### config.mk
export PLATFORM = sky130hd
export DESIGN_NAME = event_counter_bank
export DESIGN_NICKNAME = d
export VERILOG_FILES = /design/src/rtl/event_counter_bank_pkg.sv /design/src/rtl/event_counter_chan.sv /design/src/rtl/event_counter_bank.sv
export SDC_FILE = /design/constraint.sdc
export NUM_CORES = 1
export LEC_CHECK = 0
export CORE_MARGIN = 5
export CORE_UTILIZATION = 57
export DETAILED_ROUTE_END_ITERATION = 7
export PLACE_DENSITY = 0.87
export SLEW_MARGIN = 20
export SYNTH_ARGS = -nofsm -noshare
export SYNTH_HDL_FRONTEND = slang
export SYNTH_HIERARCHICAL = 1
export SYNTH_SLANG_ARGS = --single-unit
### constraint.sdc
create_clock -name clk_i -period 6.7 [get_ports clk_i]
set_clock_uncertainty 0.1 [all_clocks]
set_input_delay 2.01 -clock clk_i [delete_from_list [all_inputs] [get_ports clk_i]]
set_output_delay 2.01 -clock clk_i [all_outputs]
set_load 0.005 [all_outputs]
### src/rtl/event_counter_bank_pkg.sv
// Shared types for the event counter bank: counting modes and the
// GATED-mode window state machine encoding.
package event_counter_bank_pkg;

  localparam int MODE_W = 2;

  typedef enum logic [MODE_W-1:0] {
    MODE_LEVEL = 2'd0,
    MODE_EDGE  = 2'd1,
    MODE_CYCLE = 2'd2,
    MODE_GATED = 2'd3
  } mode_e;

  typedef enum logic {
    G_IDLE = 1'b0,
    G_RUN  = 1'b1
  } gstate_e;

endpackage

### src/rtl/event_counter_chan.sv
// One counter channel: event selection, GATED window FSM, counter with
// wrap/saturate, sticky overflow, threshold pulse and snapshot register.
module event_counter_chan
  import event_counter_bank_pkg::*;
#(
  parameter int NUM_EVENTS = 8,
  parameter int CNT_W      = 32,
  parameter int SEL_W      = $clog2(NUM_EVENTS)
) (
  input  logic                  clk_i,
  input  logic                  rst_ni,
  input  logic [NUM_EVENTS-1:0] i_event,
  input  logic [NUM_EVENTS-1:0] i_event_prev,
  input  logic                  i_en,
  input  logic [SEL_W-1:0]      i_sel,
  input  logic [MODE_W-1:0]     i_mode,
  input  logic                  i_sat,
  input  logic                  i_clr,
  input  logic [CNT_W-1:0]      i_thresh,
  input  logic                  i_snap,
  output logic [CNT_W-1:0]      o_cnt,
  output logic [CNT_W-1:0]      o_snap,
  output logic                  o_ovf,
  output logic                  o_thr_irq
);

  logic [CNT_W-1:0]  r_cnt;
  logic [CNT_W-1:0]  r_snap;
  logic              r_ovf;
  logic              r_thr;
  logic [SEL_W-1:0]  r_sel_q;
  logic [MODE_W-1:0] r_mode_q;
  gstate_e           r_state;

  logic              w_ev;
  logic              w_ev_prev;
  logic              w_rise;
  mode_e             w_mode;
  logic              w_cfg_chg;
  gstate_e           w_state_eff;
  gstate_e           w_state_nxt;
  logic              w_gate_inc;
  logic              w_inc;
  logic [CNT_W-1:0]  w_cnt_nxt;
  logic              w_ovf_nxt;
  logic              w_thr_nxt;

  assign w_mode    = mode_e'(i_mode);
  assign w_rise    = w_ev & ~w_ev_prev;
  // A select or mode change abandons any open GATED window.
  assign w_cfg_chg = (i_sel != r_sel_q) || (i_mode != r_mode_q);
  assign w_state_eff = w_cfg_chg ? G_IDLE : r_state;

  // Pick the selected event and its previous-cycle value; out-of-range
  // selects read as 0.
  always_comb begin
    w_ev      = 1'b0;
    w_ev_prev = 1'b0;
    for (int i = 0; i < NUM_EVENTS; i++) begin
      if (i_sel == SEL_W'(i)) begin
        w_ev      = i_event[i];
        w_ev_prev = i_event_prev[i];
      end
    end
  end

  // GATED window next state: open on a rising edge (counting that cycle),
  // close on the next rising edge, on enable drop, or on clear.
  always_comb begin
    w_state_nxt = G_IDLE;
    w_gate_inc  = 1'b0;
    if (w_mode == MODE_GATED && i_en) begin
      if (w_state_eff == G_IDLE) begin
        if (w_rise) begin
          w_state_nxt = G_RUN;
          w_gate_inc  = 1'b1;
        end
      end else if (!w_rise) begin
        w_state_nxt = G_RUN;
        w_gate_inc  = 1'b1;
      end
    end
    if (i_clr) begin
      w_state_nxt = G_IDLE;
    end
  end

  // GATED window state register.
  always_ff @(posedge clk_i or negedge rst_ni) begin
    if (!rst_ni) begin
      r_state <= G_IDLE;
    end else begin
      r_state <= w_state_nxt;
    end
  end

  // Increment decision and next counter/overflow/threshold values; clear wins.
  always_comb begin
    w_inc = 1'b0;
    if (i_en) begin
      unique case (w_mode)
        MODE_LEVEL: w_inc = w_ev;
        MODE_EDGE:  w_inc = w_rise;
        MODE_CYCLE: w_inc = 1'b1;
        MODE_GATED: w_inc = w_gate_inc;
      endcase
    end
    w_cnt_nxt = r_cnt;
    w_ovf_nxt = r_ovf;
    if (i_clr) begin
      w_cnt_nxt = '0;
      w_ovf_nxt = 1'b0;
    end else if (w_inc) begin
      if (&r_cnt) begin
        w_cnt_nxt = i_sat ? r_cnt : '0;
        w_ovf_nxt = 1'b1;
      end else begin
        w_cnt_nxt = r_cnt + CNT_W'(1);
      end
    end
    w_thr_nxt = !i_clr && (w_cnt_nxt != r_cnt) && (w_cnt_nxt == i_thresh);
  end

  // Counter, flags, snapshot and previous-config registers.
  always_ff @(posedge clk_i or negedge rst_ni) begin
    if (!rst_ni) begin
      r_cnt    <= '0;
      r_snap   <= '0;
      r_ovf    <= 1'b0;
      r_thr    <= 1'b0;
      r_sel_q  <= '0;
      r_mode_q <= '0;
    end else begin
      r_cnt    <= w_cnt_nxt;
      r_ovf    <= w_ovf_nxt;
      r_thr    <= w_thr_nxt;
      r_sel_q  <= i_sel;
      r_mode_q <= i_mode;
      if (i_snap) begin
        r_snap <= r_cnt;
      end
    end
  end

  assign o_cnt     = r_cnt;
  assign o_snap    = r_snap;
  assign o_ovf     = r_ovf;
  assign o_thr_irq = r_thr;

endmodule

### src/rtl/event_counter_bank.sv
// Bank of independent event counters sharing one set of event inputs.
// Edge history is kept once here and fanned out to every channel.
module event_counter_bank
  import event_counter_bank_pkg::*;
#(
  parameter int NUM_EVENTS = 8,
  parameter int NUM_CNT    = 4,
  parameter int CNT_W      = 32
) (
  input  logic                                  clk_i,
  input  logic                                  rst_ni,
  input  logic [NUM_EVENTS-1:0]                 event_i,
  input  logic [NUM_CNT-1:0]                    en_i,
  input  logic [NUM_CNT*$clog2(NUM_EVENTS)-1:0] sel_i,
  input  logic [NUM_CNT*MODE_W-1:0]             mode_i,
  input  logic [NUM_CNT-1:0]                    sat_i,
  input  logic [NUM_CNT-1:0]                    clr_i,
  input  logic [NUM_CNT*CNT_W-1:0]              thresh_i,
  input  logic                                  snap_i,
  output logic [NUM_CNT*CNT_W-1:0]              cnt_o,
  output logic [NUM_CNT*CNT_W-1:0]              snap_o,
  output logic [NUM_CNT-1:0]                    ovf_o,
  output logic [NUM_CNT-1:0]                    thr_irq_o
);

  localparam int SEL_W = $clog2(NUM_EVENTS);

  logic [NUM_EVENTS-1:0] r_ev_prev;

  // Previous-cycle event history, updated every cycle regardless of enables.
  always_ff @(posedge clk_i or negedge rst_ni) begin
    if (!rst_ni) begin
      r_ev_prev <= '0;
    end else begin
      r_ev_prev <= event_i;
    end
  end

  for (genvar c = 0; c < NUM_CNT; c++) begin : g_chan
    event_counter_chan #(
      .NUM_EVENTS (NUM_EVENTS),
      .CNT_W      (CNT_W),
      .SEL_W      (SEL_W)
    ) u_chan (
      .clk_i        (clk_i),
      .rst_ni       (rst_ni),
      .i_event      (event_i),
      .i_event_prev (r_ev_prev),
      .i_en         (en_i[c]),
      .i_sel        (sel_i[c*SEL_W +: SEL_W]),
      .i_mode       (mode_i[c*MODE_W +: MODE_W]),
      .i_sat        (sat_i[c]),
      .i_clr        (clr_i[c]),
      .i_thresh     (thresh_i[c*CNT_W +: CNT_W]),
      .i_snap       (snap_i),
      .o_cnt        (cnt_o[c*CNT_W +: CNT_W]),
      .o_snap       (snap_o[c*CNT_W +: CNT_W]),
      .o_ovf        (ovf_o[c]),
      .o_thr_irq    (thr_irq_o[c])
    );
  end

endmodule

After elaboration in Yosys (flattened, before gate mapping)

Index checks and enable logic that the tools add are counted.
Widths: inputs -> output; s select.

Shift operators: 0
Reduce and logical (&&, ||, !) cells: 44
Divide/modulo/power cells: 0
Multiply operators: 0
Equality and inequality tests: 56
Multiplexer cells: 124
Add/subtract/negate cells: 4
Bitwise operators: 8
$lt $le $gt $ge: 0

Operators with widths:

| operator              | count |
|---|---|
| $mux 32               | 16 |
| $add 32x1->32 const B | 4 |
| $eq 32x32->1          | 4 |
| $ne 32x32->1          | 4 |
| $reduce_and 32->1     | 4 |
| $mux 1                | 104 |
| $eq 3x3->1 const B    | 16 |
| $eq 3x2->1 const B    | 8 |
| $eq 2x2->1 const B    | 8 |
| $pmux 1 s4            | 4 |
| $reduce_bool 2->1     | 8 |
| $eq 3x1->1 const B    | 4 |
| $logic_and 1x1->1     | 12 |
| $logic_not 3->1       | 4 |
| $ne 3x3->1            | 4 |
| $eq 2x1->1 const B    | 4 |
| $logic_not 2->1       | 4 |
| $ne 2x2->1            | 4 |
| $reduce_and 2->1      | 4 |
| $and 1x1->1           | 4 |
| $logic_not 1->1       | 4 |
| $logic_or 1x1->1      | 4 |
| $not 1->1             | 4 |

ROM bits: 0
Memories: 0
Latch bits: 0
Logic and storage cells: 265
Output and inout bits: 264
Register bits: 296
Bits in writable memories: 0
Input port bits: 171

Logic depth before layout (Yosys ltp)

Depth after elaboration: 21
Gate-level depth with buffers: 15
Depth with buffers taken out: 12

Hierarchy

The synthesis kept the hierarchy.

Modules (own cells, without submodules):

| module                                     | area an instance (um^2) | seq. area each (um^2) | cells an instance | times used |
|---|---|---|---|---|
| event_counter_chan at g_chan[0].u_chan ... | 5436.5                  | 1801.7                | 620               | 3 |
| event_counter_chan at g_chan[3].u_chan     | 4879.7                  | 1801.7                | 554               | 1 |
| event_counter_bank                         | 200.2                   | 200.2                 | 8                 | 1 |

Worst setup path after synthesis

Ideal clock, no wire load.

Path kind: input to register
Start: input port sel_i[11]
End: register g_chan[3].u_chan.r_thr
Arrival time: 5097 ps
Path slack: 1402 ps
Path buffers: 2
Stages on the path: 13
Library setup time: 101 ps
Data required time: 6499 ps
Cells stage by stage: buf_2 -> mux4_1 -> nor2_1 -> or4_4 -> and2_4 -> o31a_1 -> buf_6 -> or4_1 -> a21oi_1 -> xnor2_1 -> nand4_1 -> or4_1 -> nor4_1

Word-level cells in the longest chain between the ends: 21
Elaborated cells on any way between the ends: 41
Classes of those cells: eq/ne: 10; mux: 25; bitwise: 2; reduce/logical: 4

RTL lines:

| what                               | line                                               | source |
|---|---|---|
| start, declared                    | event_counter_bank.sv:14                           | `input logic [NUM_CNT*$clog2(NUM_EVENTS)-1:0] sel_i,` |
| $logic_not 3->1                    | event_counter_chan.sv:60                           | `if (i_sel == SEL_W'(i)) begin` |
| $mux 1 (8 in a row)                | event_counter_chan.sv:60                           |  |
| $not 1->1                          | event_counter_chan.sv:49                           | `assign w_rise = w_ev & ~w_ev_prev;` |
| $and 1x1->1                        | event_counter_chan.sv:49                           |  |
| $mux 1 (on tied branches)          | event_counter_chan.sv:74, event_counter_chan.sv:78 |  |
| $mux 1                             | event_counter_chan.sv:73                           | `if (w_state_eff == G_IDLE) begin` |
| $mux 1                             | event_counter_chan.sv:72                           | `if (w_mode == MODE_GATED && i_en) begin` |
| $pmux 1 s4 *                       | event_counter_chan.sv:101                          | `unique case (w_mode)` |
| $mux 1 *                           | event_counter_chan.sv:100                          | `if (i_en) begin` |
| $mux 32 *                          | event_counter_chan.sv:113                          | `end else if (w_inc) begin` |
| $mux 32 *                          | event_counter_chan.sv:110                          | `if (i_clr) begin` |
| via g_chan[3].u_chan.w_cnt_nxt[18] | event_counter_chan.sv:44                           | `logic [CNT_W-1:0] w_cnt_nxt;` |
| $ne 32x32->1                       | event_counter_chan.sv:121                          | `w_thr_nxt = !i_clr && (w_cnt_nxt != r_cnt) && (w_cnt_nxt == i_thresh);` |
| $logic_and 1x1->1                  | event_counter_chan.sv:121                          |  |
| $logic_and 1x1->1 *                | event_counter_chan.sv:121                          |  |
| via g_chan[3].u_chan.w_thr_nxt     | event_counter_chan.sv:46                           | `logic w_thr_nxt;` |
| end signal, assigned               | event_counter_chan.sv:136                          | `r_thr <= w_thr_nxt;` |
| end, declared                      | event_counter_chan.sv:30                           | `logic r_thr;` |

Mark *: on every way through the listed nets, which the timed path passes. The rest lies on a longest branch.
A chain may end at the register's enable or synchronous reset.

Worst setup path in the final report

Start: input port sel_i[10]
End: register g_chan[3].u_chan.r_thr

Word-level cells in the longest chain between the ends: 21
Elaborated cells on any way between the ends: 41
Classes of those cells: eq/ne: 10; mux: 25; bitwise: 2; reduce/logical: 4

RTL lines:

| what                           | line |
|---|---|
| $logic_not 3->1                | event_counter_chan.sv:60 |
| $mux 1 (8 in a row)            | event_counter_chan.sv:60 |
| $not 1->1                      | event_counter_chan.sv:49 |
| $and 1x1->1                    | event_counter_chan.sv:49 |
| $mux 1 (on tied branches)      | event_counter_chan.sv:74, event_counter_chan.sv:78 |
| $mux 1                         | event_counter_chan.sv:73 |
| $mux 1                         | event_counter_chan.sv:72 |
| $pmux 1 s4 *                   | event_counter_chan.sv:101 |
| $mux 1 *                       | event_counter_chan.sv:100 |
| $mux 32 *                      | event_counter_chan.sv:113 |
| $mux 32 *                      | event_counter_chan.sv:110 |
| $ne 32x32->1                   | event_counter_chan.sv:121 |
| $logic_and 1x1->1              | event_counter_chan.sv:121 |
| $logic_and 1x1->1 *            | event_counter_chan.sv:121 |
| via g_chan[3].u_chan.w_thr_nxt | event_counter_chan.sv:46 |

Marks and branches as above.

==> metrics.txt <==
Worst path max stage delay 690 ps; post-synthesis compound-gate area fraction 20.58%; IO Port Bufs 434; chip width 203.7 um; Async SR Flop Fraction 100.0%; CP Depth 13; Die Ht 203.7 um; initial antenna violation count 16; detailed placement HPWL 63,710 um; Clock Pin Slew Worst Setup and Hold Paths 60 ps; # Post-CTS Setup Buffers 0; Max VDD drop 202.9 uV; first-pass GRT wire length 132,800 um; Internal 3294 uW; final WL 86,920 um; CTS tree yes; simple-gate share of the synthesized area 27.38%; Vias 23,460; Resize count post-CTS 0; Die Area 41,500 um^2; Placed Instances 3,211; met2 usage 60.98%; CP most frequent cell nor4_1; max cap viols 0; register area share after synthesis 34.63%; GR Util All Layers 40.07%; final setup fails 0; hold path start g_chan[1].u_chan/o_ovf; CP max stage cell nor2_1; xor/xnor share of the synthesized area 2.457%; Post-synth EDFFs 0; crit path cell chain clkdlybuf4s50_1, buf_4, xor2_1, nor4_1, nand3_1, and3_1, o31a_1, nor2_1, a21oi_1, o211ai_1, nand4_1, or4_1, nor4_1; Top FF cell, synth dfrtp_1; layout cells sized above 1 12.44%; reg2reg path depth 12; routed len/inst 26.46 um; Post-Syn Area 21,390 um^2; Site Rows 71; Post-Synth Adder-Cell Area 0.2340%; status finished with violations; root buffer cell clkbuf_16; vias in the first global route 22,320; Avg Cell Area, Syn 8.831 um^2; Period Utilization, post-route 88.17%; CP endpoint kind register; synth-to-layout area growth 26.63%; hold buffers post-CTS 0; sum of negative setup slack 0 ps; top-count cell post-synth dfrtp_1; H-tree levels 2; clock sinks 296; unrepaired setup endpoints after global routing no; met3 GRT Util 9.270%; Final WS setup 792.8 ps; Critical Path Source sel_i[10]; CP Max Fanout 10; drt via density 7.142; final hold violations 0; Worst R2R End g_chan[3].u_chan/o_thr_irq; Synth cell types 92; Commonest cells post-synth dfrtp_1, nand2_1, a21oi_1; Slew Limit Fails 0; Worst Path Buf+Inv 2; Pre-antenna DRT Iters 8; GRT busiest layer met2; Sw Ratio 27.63%; fin crit period 5907 ps; Synth top area share 34.63%; leading area contributor after synthesis dfrtp_1; clock network power share 43.3%; Worst EP arrival 6260 ps; Max Buffers Root-to-Sink 3; initial core utilization 57.33%; grt met1 use 54.09%; hold slack 395.6 ps; final net count 2,948; combinational family with the most area after synthesis simple AND/OR/NAND/NOR gates; Slew headroom 21.12%; Synth Instances 2,422; Syn Nets 2,597; clk_lat worst skew 560 ps; Yosys warning count 6; fmax 0.1693 GHz; DRC viols 1; Final GP Congestion 1.041; DRT antenna net count 0; Comb pwr share 15.8%; aggregate global routing overflow 0; dpl ws 372.7 ps; TritonCTS buffer count 34; measured slew at the worst slew-check pin 1172 ps; Critical Path Start Type primary input; pwr dens 168.1 nW/um^2; Ports 435; Seq pwr share 40.8%; top cells by area, synth dfrtp_1, mux2_2, a21oi_1, nand2_1, nor4_1; DRT iter0 DRCs 3,496; Leakage 0.01030 uW; family with the most delay on the worst path simple AND/OR/NAND/NOR gates; FILL cells 2,837; r2r setup slk 2010 ps; Hold Path Cell Cnt 2; post-synthesis mux area share 9.096%; Power Total 4552 uW; critical path class primary input to register; synthesized flop and latch total 296; Critical Path RT 7050 ps; Psw 1258 uW; largest net degree at the start of global routing 151; Post-Layout Cell Count 3,285; path category of the worst min-delay check register to register; Hold Crit Endpoint g_chan[1].u_chan/o_ovf; reg2reg start g_chan[3].u_chan/o_cnt[0]; core area 37,310 um^2; failing checks design-rule violations
## worst max-delay path by stage
stage	end	slack [ps]
final	g_chan[3].u_chan/o_thr_irq	790
after global routing	g_chan[1].u_chan/o_thr_irq	550
after CTS	g_chan[3].u_chan/o_thr_irq	950
after detailed placement	g_chan[3].u_chan/o_thr_irq	370
after global placement	g_chan[3].u_chan/o_thr_irq	470
after floorplan	g_chan[3].u_chan/o_thr_irq	1400
## final cells by class
| class | instances | area [um^2] | area share (%) |
|---|---|---|---|
| multi-input cells | 1871 | 12790 | 47.22 |
| flip-flops and latches | 296 | 7407 | 27.35 |
| well taps | 474 | 593.1 | 2.190 |
| diodes | 14 | 35.03 | 0.1293 |
| clock buffers | 51 | 1069 | 3.945 |
| repair buffers | 491 | 4798 | 17.72 |
| clock inverters | 9 | 97.59 | 0.3603 |
| inverters | 79 | 296.5 | 1.095 |
## state kept, by name, indices dropped and copies added (netlist names)
| name | count |
|---|---|
| g_chan.u_chan/r_sel_q | 12 |
| g_chan.u_chan/r_state | 4 |
| g_chan.u_chan/o_ovf | 4 |
| g_chan.u_chan/r_mode_q | 8 |
| g_chan.u_chan/o_thr_irq | 4 |
| r_ev_prev | 8 |
| g_chan.u_chan/o_snap | 128 |
| g_chan.u_chan/o_cnt | 128 |
## kinds of logic (layout without fill, tap and decap cells)
group / Yosys count / in the layout
DFF: 296 / 296
other: 0 / 14
muxes: 168 / 168
and+or+nand+nor: 1017 / 1017
adders and majority gates: 4 / 4
xor gates and xnor gates: 60 / 60
AOI/OAI and AO/OA: 622 / 622
buffers and inverters: 255 / 630
## layer usage
layer	up-vias	wire [um]
li1	9994	-
met5	-	54
met3	397	10450
met2	1828	38780
met1	11230	32690
met4	8	4946
## metrics by stage
| step | util [%] | instance area [um^2] |
|---|---|---|
| 2_1_floorplan | - | 21390 |
| 3_3_place_gp | 69.38 | 25880 |
| 3_5_place_dp | 69.38 | 25880 |
| 4_1_cts | 72.50 | 27050 |
| 5_1_grt | 72.58 | 27080 |
| 6_report | 72.60 | 27090 |
## worst register-to-register path, cell delays in order (launching register included)
cell and delay [ps]:
dfrtp_1 500, ha_1 300, and3_1 260, and3_1 350, and4_1 430, nor4_1 900, nand2_1 100, or4_1 420
a21oi_1 280, xor2_1 120, nor4_1 340, nand4_1 190, nor4_1 290
## cells in the final DEF (no fill, tap or decap), drive strengths merged, types with 35 or more instances in the layout
master,netlist,routed
nor4,108,108
nor2b,36,36
nor3,77,77
or3,61,61
o31ai,44,44
nand3,114,114
nand4,64,64
nand2b,39,39
nor2,150,150
or4,35,35
a31oi,40,40
inv,79,79
a21oi,169,169
dfrtp,296,296
mux2,138,138
clkbuf,92,51
clkdlybuf4s50,0,431
buf,84,60
nand2,195,195
o21ai,104,104
## power groups by stage
| stage | registers (uW) | clock network [uW] | logic, uW |
|---|---|---|---|
| after floorplan | 1880 | 0 | 352 |
| after global placement | 1890 | 0 | 689 |
| after detailed placement | 1890 | 0 | 698 |
| after CTS | 1860 | 1990 | 702 |
| after global routing | 1860 | 2070 | 760 |
| final | 1860 | 1970 | 721 |
(Power assumes the default switching activity.)
